## src/rtl/seq_mult8_ctrl_if.sv

```systemverilog
// seq_mult8_ctrl_if
//   Bundles the request/response handshake of the sequential multiplier
//   together with the operand/result wires of the external 8-bit adder.
//   slave  : the multiplier controller side
//   master : the requester / adder side (drives start and operands, returns
//            the adder sum)
// Signals:
//   start, mcand, mplier   request and operands
//   busy, done, product    status and 16-bit result
//   add_a, add_b, add_cin  operands sent to the adder
//   add_y, add_cout        sum and carry returned by the adder
interface seq_mult8_ctrl_if #(
  parameter int WIDTH = 8
);
  logic               start;
  logic [WIDTH-1:0]   mcand;
  logic [WIDTH-1:0]   mplier;
  logic               busy;
  logic               done;
  logic [2*WIDTH-1:0] product;
  logic [WIDTH-1:0]   add_a;
  logic [WIDTH-1:0]   add_b;
  logic               add_cin;
  logic [WIDTH-1:0]   add_y;
  logic               add_cout;

  modport slave (
    input  start, mcand, mplier, add_y, add_cout,
    output busy, done, product, add_a, add_b, add_cin
  );

  modport master (
    output start, mcand, mplier, add_y, add_cout,
    input  busy, done, product, add_a, add_b, add_cin
  );
endinterface

```

## src/rtl/seq_mult8_ctrl.sv

```systemverilog
// seq_mult8_ctrl
//   Sequential 8x8 unsigned shift-and-add multiplier controller. One pass of
//   the external adder is used per multiplier bit; the adder result is
//   shifted right into a {acc, mq} register pair so that after WIDTH passes
//   the pair holds the full 2*WIDTH-bit product.
// Ports:
//   clk   rising-edge clock
//   rst   synchronous, active-high reset
//   bus   seq_mult8_ctrl_if.slave: start/mcand/mplier request, busy/done/
//         product status, add_a/add_b/add_cin to the adder, add_y/add_cout
//         back from it.
//
// State table
//   state   | meaning
//   --------+--------------------------------------------------------------
//   ST_IDLE | waiting for start; done pulse is cleared on every IDLE edge
//   ST_RUN  | one adder pass per edge, WIDTH passes in total
module seq_mult8_ctrl #(
  parameter int WIDTH = 8,
  parameter int CNT_W = 4
) (
  input  logic             clk,
  input  logic             rst,
  seq_mult8_ctrl_if.slave  bus
);

  typedef enum logic [0:0] {
    ST_IDLE = 1'b0,
    ST_RUN  = 1'b1
  } state_t;

  localparam logic [CNT_W-1:0] CNT_LAST = CNT_W'(WIDTH - 1);

  state_t             state, state_nxt;
  logic [WIDTH-1:0]   acc, acc_nxt;
  logic [WIDTH-1:0]   mq, mq_nxt;
  logic [WIDTH-1:0]   mc, mc_nxt;
  logic [CNT_W-1:0]   cnt, cnt_nxt;
  logic               busy, busy_nxt;
  logic               done, done_nxt;
  logic [2*WIDTH-1:0] product, product_nxt;

  // Partial product after this pass: the adder's 9-bit sum becomes the new
  // upper half and the retired multiplier bit drops off the bottom of mq.
  logic [2*WIDTH-1:0] shifted;

  assign shifted = {bus.add_cout, bus.add_y, mq[WIDTH-1:1]};

  // Adder drive is purely combinational from registers so it is valid in
  // every cycle, including IDLE.
  assign bus.add_a   = acc;
  assign bus.add_b   = mq[0] ? mc : '0;
  assign bus.add_cin = 1'b0;

  assign bus.busy    = busy;
  assign bus.done    = done;
  assign bus.product = product;

  always_ff @(posedge clk) begin
    if (rst) begin
      state   <= ST_IDLE;
      acc     <= '0;
      mq      <= '0;
      mc      <= '0;
      cnt     <= '0;
      busy    <= 1'b0;
      done    <= 1'b0;
      product <= '0;
    end else begin
      state   <= state_nxt;
      acc     <= acc_nxt;
      mq      <= mq_nxt;
      mc      <= mc_nxt;
      cnt     <= cnt_nxt;
      busy    <= busy_nxt;
      done    <= done_nxt;
      product <= product_nxt;
    end
  end

  always_comb begin
    state_nxt   = state;
    acc_nxt     = acc;
    mq_nxt      = mq;
    mc_nxt      = mc;
    cnt_nxt     = cnt;
    busy_nxt    = busy;
    done_nxt    = 1'b0;
    product_nxt = product;

    unique case (state)
      ST_IDLE: begin
        // Accepting here also covers the done cycle, so a held start gives
        // back-to-back runs separated by a single IDLE cycle.
        if (bus.start) begin
          mc_nxt    = bus.mcand;
          mq_nxt    = bus.mplier;
          acc_nxt   = '0;
          cnt_nxt   = '0;
          busy_nxt  = 1'b1;
          state_nxt = ST_RUN;
        end
      end

      ST_RUN: begin
        {acc_nxt, mq_nxt} = shifted;
        cnt_nxt           = cnt + 1'b1;
        if (cnt == CNT_LAST) begin
          product_nxt = shifted;
          busy_nxt    = 1'b0;
          done_nxt    = 1'b1;
          state_nxt   = ST_IDLE;
        end
      end

      default: begin
        state_nxt = ST_IDLE;
        busy_nxt  = 1'b0;
      end
    endcase
  end

endmodule

```

## src/flat_wrapper.sv

```systemverilog
// flat-port wrapper written by rule: the top's interface ports become plain ports
module seq_mult8_ctrl_flat 
#(
  parameter int WIDTH = 8,
  parameter int CNT_W = 4
)
  (clk, rst, bus_start, bus_mcand, bus_mplier, bus_add_y, bus_add_cout, bus_busy, bus_done, bus_product, bus_add_a, bus_add_b, bus_add_cin);
  seq_mult8_ctrl_if #(.WIDTH(WIDTH)) bus_i ();
  input  logic clk;
  input  logic rst;
  input wire logic [$bits(bus_i.start)-1:0] bus_start;
  input wire logic [$bits(bus_i.mcand)-1:0] bus_mcand;
  input wire logic [$bits(bus_i.mplier)-1:0] bus_mplier;
  input wire logic [$bits(bus_i.add_y)-1:0] bus_add_y;
  input wire logic [$bits(bus_i.add_cout)-1:0] bus_add_cout;
  output wire logic [$bits(bus_i.busy)-1:0] bus_busy;
  output wire logic [$bits(bus_i.done)-1:0] bus_done;
  output wire logic [$bits(bus_i.product)-1:0] bus_product;
  output wire logic [$bits(bus_i.add_a)-1:0] bus_add_a;
  output wire logic [$bits(bus_i.add_b)-1:0] bus_add_b;
  output wire logic [$bits(bus_i.add_cin)-1:0] bus_add_cin;
  assign bus_i.start = bus_start;
  assign bus_i.mcand = bus_mcand;
  assign bus_i.mplier = bus_mplier;
  assign bus_i.add_y = bus_add_y;
  assign bus_i.add_cout = bus_add_cout;
  assign bus_busy = bus_i.busy;
  assign bus_done = bus_i.done;
  assign bus_product = bus_i.product;
  assign bus_add_a = bus_i.add_a;
  assign bus_add_b = bus_i.add_b;
  assign bus_add_cin = bus_i.add_cin;
  seq_mult8_ctrl #(.WIDTH(WIDTH), .CNT_W(CNT_W)) u_core (.clk(clk), .rst(rst), .bus(bus_i));
endmodule
```

## config.mk

```make
export PLATFORM = sky130hd
export DESIGN_NAME = seq_mult8_ctrl_flat
export DESIGN_NICKNAME = d
export VERILOG_FILES = /design/src/rtl/seq_mult8_ctrl_if.sv /design/src/rtl/seq_mult8_ctrl.sv /design/src/flat_wrapper.sv
export SDC_FILE = /design/constraint.sdc
export NUM_CORES = 1
export LEC_CHECK = 0
export ABC_AREA = 1
export CORE_MARGIN = 4
export CORE_UTILIZATION = 48
export CTS_CLUSTER_SIZE = 14
export DETAILED_ROUTE_END_ITERATION = 8
export PLACE_DENSITY = 0.79
export SLEW_MARGIN = 20
export SYNTH_ARGS = -nofsm -noshare
export SYNTH_HDL_FRONTEND = slang
export SYNTH_SLANG_ARGS = --single-unit
```

## constraint.sdc

```tcl
create_clock -name clk -period 2.86 [get_ports clk]
set_input_delay 0.572 -clock clk [delete_from_list [all_inputs] [get_ports clk]]
set_output_delay 0.572 -clock clk [all_outputs]
set_load 0.03 [all_outputs]
```

==> results.ini <==
[finish]
nets=339
area_growth_pct=36.2
drive_gt1_share_pct=5.16
antenna_cells=0
final_cells=358

[yosys]
synth_warnings=0
yosysSeqAreaShare_pct=49.6
synth_area_leader_cell=dfxtp_1
synth.avg_cell_area_um2=7.47
synth_top_area_share_pct=49.6
ys_top_cells_by_area=dfxtp_1, nand2_1, nand3_1, nor2_1, inv_1
synth_area_um2=1900
synth_edf_count=0
ys_ff_latch=47
synth_ff_type=dfxtp_1
netlist_instances=254
synthArstFlopShare_pct=0
synth_cell_types=21
synth_nets=283

[placement]
portBuffers=61
dp.cells=351
gp_congestion=0.805
dpl.hpwl_um=3160

[detailed_routing]
drt_iter0_drc=92
vias=1686
drc=0
routed_wl_um=4240
via_per_inst=4.71
first_pass_iters=4
drtAntennaViolNets=0
wl_per_cell_um=11.8

[worst_setup_path]
worstSetupStartpointType=flop
reg2reg_to=u_core.cnt[0]$_SDFFE_PP0P_
end_kind=output port
rr_worst_depth=4
worst-setup-path-type=flop to output port
worstPathMaxFanout=9
critical_path_arrival_ns=1.60
slowest_stage=clkdlybuf4s50_1
crit_chain=nand2_1 > inv_1 > clkdlybuf4s50_1
r2r-start=u_core.state$_SDFF_PP0_
max_stage_delay_ns=0.66
ff2ff_setup_slack_ns=1.37
cp.required_ns=2.29

[hold_path]
min_to=u_core.bus.add_a[0]$_SDFFE_PP0P_
worstHoldStart=u_core.bus.add_a[0]$_SDFFE_PP0P_
hold_class=flop to flop
holdPathStages=2

[clock_tree]
ctsHtreeMaxLevel=2
cts_resized=0
post_cts_buffers=0
path_clk_slew_ns=0.08
cts_buffers=5
cts_hold_buf=0
clkLatencyLatePin_ns=0.29
clkSinkCount=47
cts_tree=yes
cts_buffer_depth=2
root_buffer=clkbuf_8

[sta]
setup_viol=0
worst_clock_skew_ns=0.00277
slew_viol_final=0
tightest_slew_ns=0.625
maxSlewHeadroom_pct=58.3
max_freq_mhz=460
hold_viol=0
rsz0062_at_grt=no
final.min_clock_period_ns=2.18
fin_crit_sh_pct=76.1
timing.hold.ws_ns=0.464
timing.setup.tns_ns=0

[global_routing]
grt_pass1_vias=1470
grt_usage_pct=16.9
antenna_found_initial=0
gr-total-overflow=0
grt_pass1_wl_um=6820
grt_start_max_net_pins=37

[flow_run]
drv_cap=0

[floorplan]
dieHeight_um=70.9
start_util_pct=50.7
io_pins=63
die-area_um2=5020
die_w_um=70.9
coreArea_um2=3740
row_count=22

[status]
status=finished, final reports clean

[pwr]
pwr_density_cell_nw_per_um2=506
peakVddDrop_uv=511
leakage_uw=0.00116

where the power goes:
part / leakage (uW) / switching, uW / internal [uW] / total [uW]
clock: 0.0000513 / 203 / 256 / 459
sequential: 0.000383 / 20.0 / 678 / 698
combinational: 0.000729 / 80.0 / 71.0 / 151
through the flow:
| step | cell area (um^2) | power [uW] | setup WS (ns) | util, % |
|---|---|---|---|---|
| finish | 2580 | 1310 | 0.684 | 69.0 |
| global route | 2580 | 1360 | 0.600 | 69.0 |
| CTS | 2580 | 1320 | 0.667 | 69.0 |
| detailed placement | 2480 | 866 | 0.585 | 66.3 |
| global placement | 2480 | 864 | 0.606 | 66.3 |
| floorplan | 1900 | 801 | 1.49 | - |
kinds of logic after synthesis:
family / after synthesis / synth area share, %
buf+inv: 33 / 8.97
simple gates: 153 / 35.6
compound gates: 19 / 5.01
other cells: 1 / 0.198
fa+ha+maj: 1 / 0.660
flops: 47 / 49.6
cell type report:
type | instances | area (um^2)
clock inverters | 1 | 30.0
inverters | 20 | 76.3
flip-flops and latches | 47 | 941
well taps | 48 | 60.1
multi-input cells | 174 | 786
repair buffers | 62 | 618
clock buffers | 6 | 72.6
fillers | 334 | 1160
cell usage after synthesis, types with 2 or more instances:
master   number
nor2_1       23
nor2_4        2
buf_4         2
dfxtp_1      47
buf_2         6
nand3_1      32
nand2_1      90
buf_6         4
o21ai_0       8
nand2_4       2
inv_1        17
a21oi_1      11
inv_2         2
metal layers:
layer	global-route usage, %	vias up	share of wire, %
met1	21.3	736	44
li1	-	899	-
met2	28.3	43	50
met5	0	-	0
met4	6.89	0	1.7
met3	3.13	8	4.7
cells in the final DEF, fill, tap and decap left out, types with 2 or more instances in the layout:
cell type,count
a21oi_1,11
clkbuf_8,5
nor2_4,2
dfxtp_1,47
inv_2,2
nand2_1,90
nand2_4,2
nand3_1,32
inv_1,17
nor2_1,23
o21ai_0,8
clkdlybuf4s50_1,61
registers in the layout, indices dropped and copies added, names as in the netlist:
| register | cells |
|---|---|
| u_core.bus.product | 16 |
| u_core.state | 1 |
| u_core.bus.done | 1 |
| u_core.mq | 8 |
| u_core.bus.busy | 1 |
| u_core.cnt | 4 |
| u_core.mc | 8 |
| u_core.bus.add_a | 8 |
worst max-delay path: cells and delay by family, from the launching register on:
kind / cells / cell delay, ns
buffers and inverters: 2 / 0.71
DFF: 1 / 0.51
and+or+nand+nor: 1 / 0.09
how the worst max path moves through the flow:
stage                               from                                  end
2_1_floorplan  u_core.mq[0]$_SDFFE_PP0P_                         bus_add_b[0]
3_3_place_gp                         rst   u_core.bus.product[0]$_SDFFE_PP0P_
3_5_place_dp                         rst  u_core.bus.product[15]$_SDFFE_PP0P_
4_1_cts        u_core.mq[0]$_SDFFE_PP0P_                         bus_add_b[0]
5_1_grt        u_core.mq[0]$_SDFFE_PP0P_                         bus_add_b[7]
6_report       u_core.mq[0]$_SDFFE_PP0P_                         bus_add_b[0]
Power figures use the tool's default switching activity.
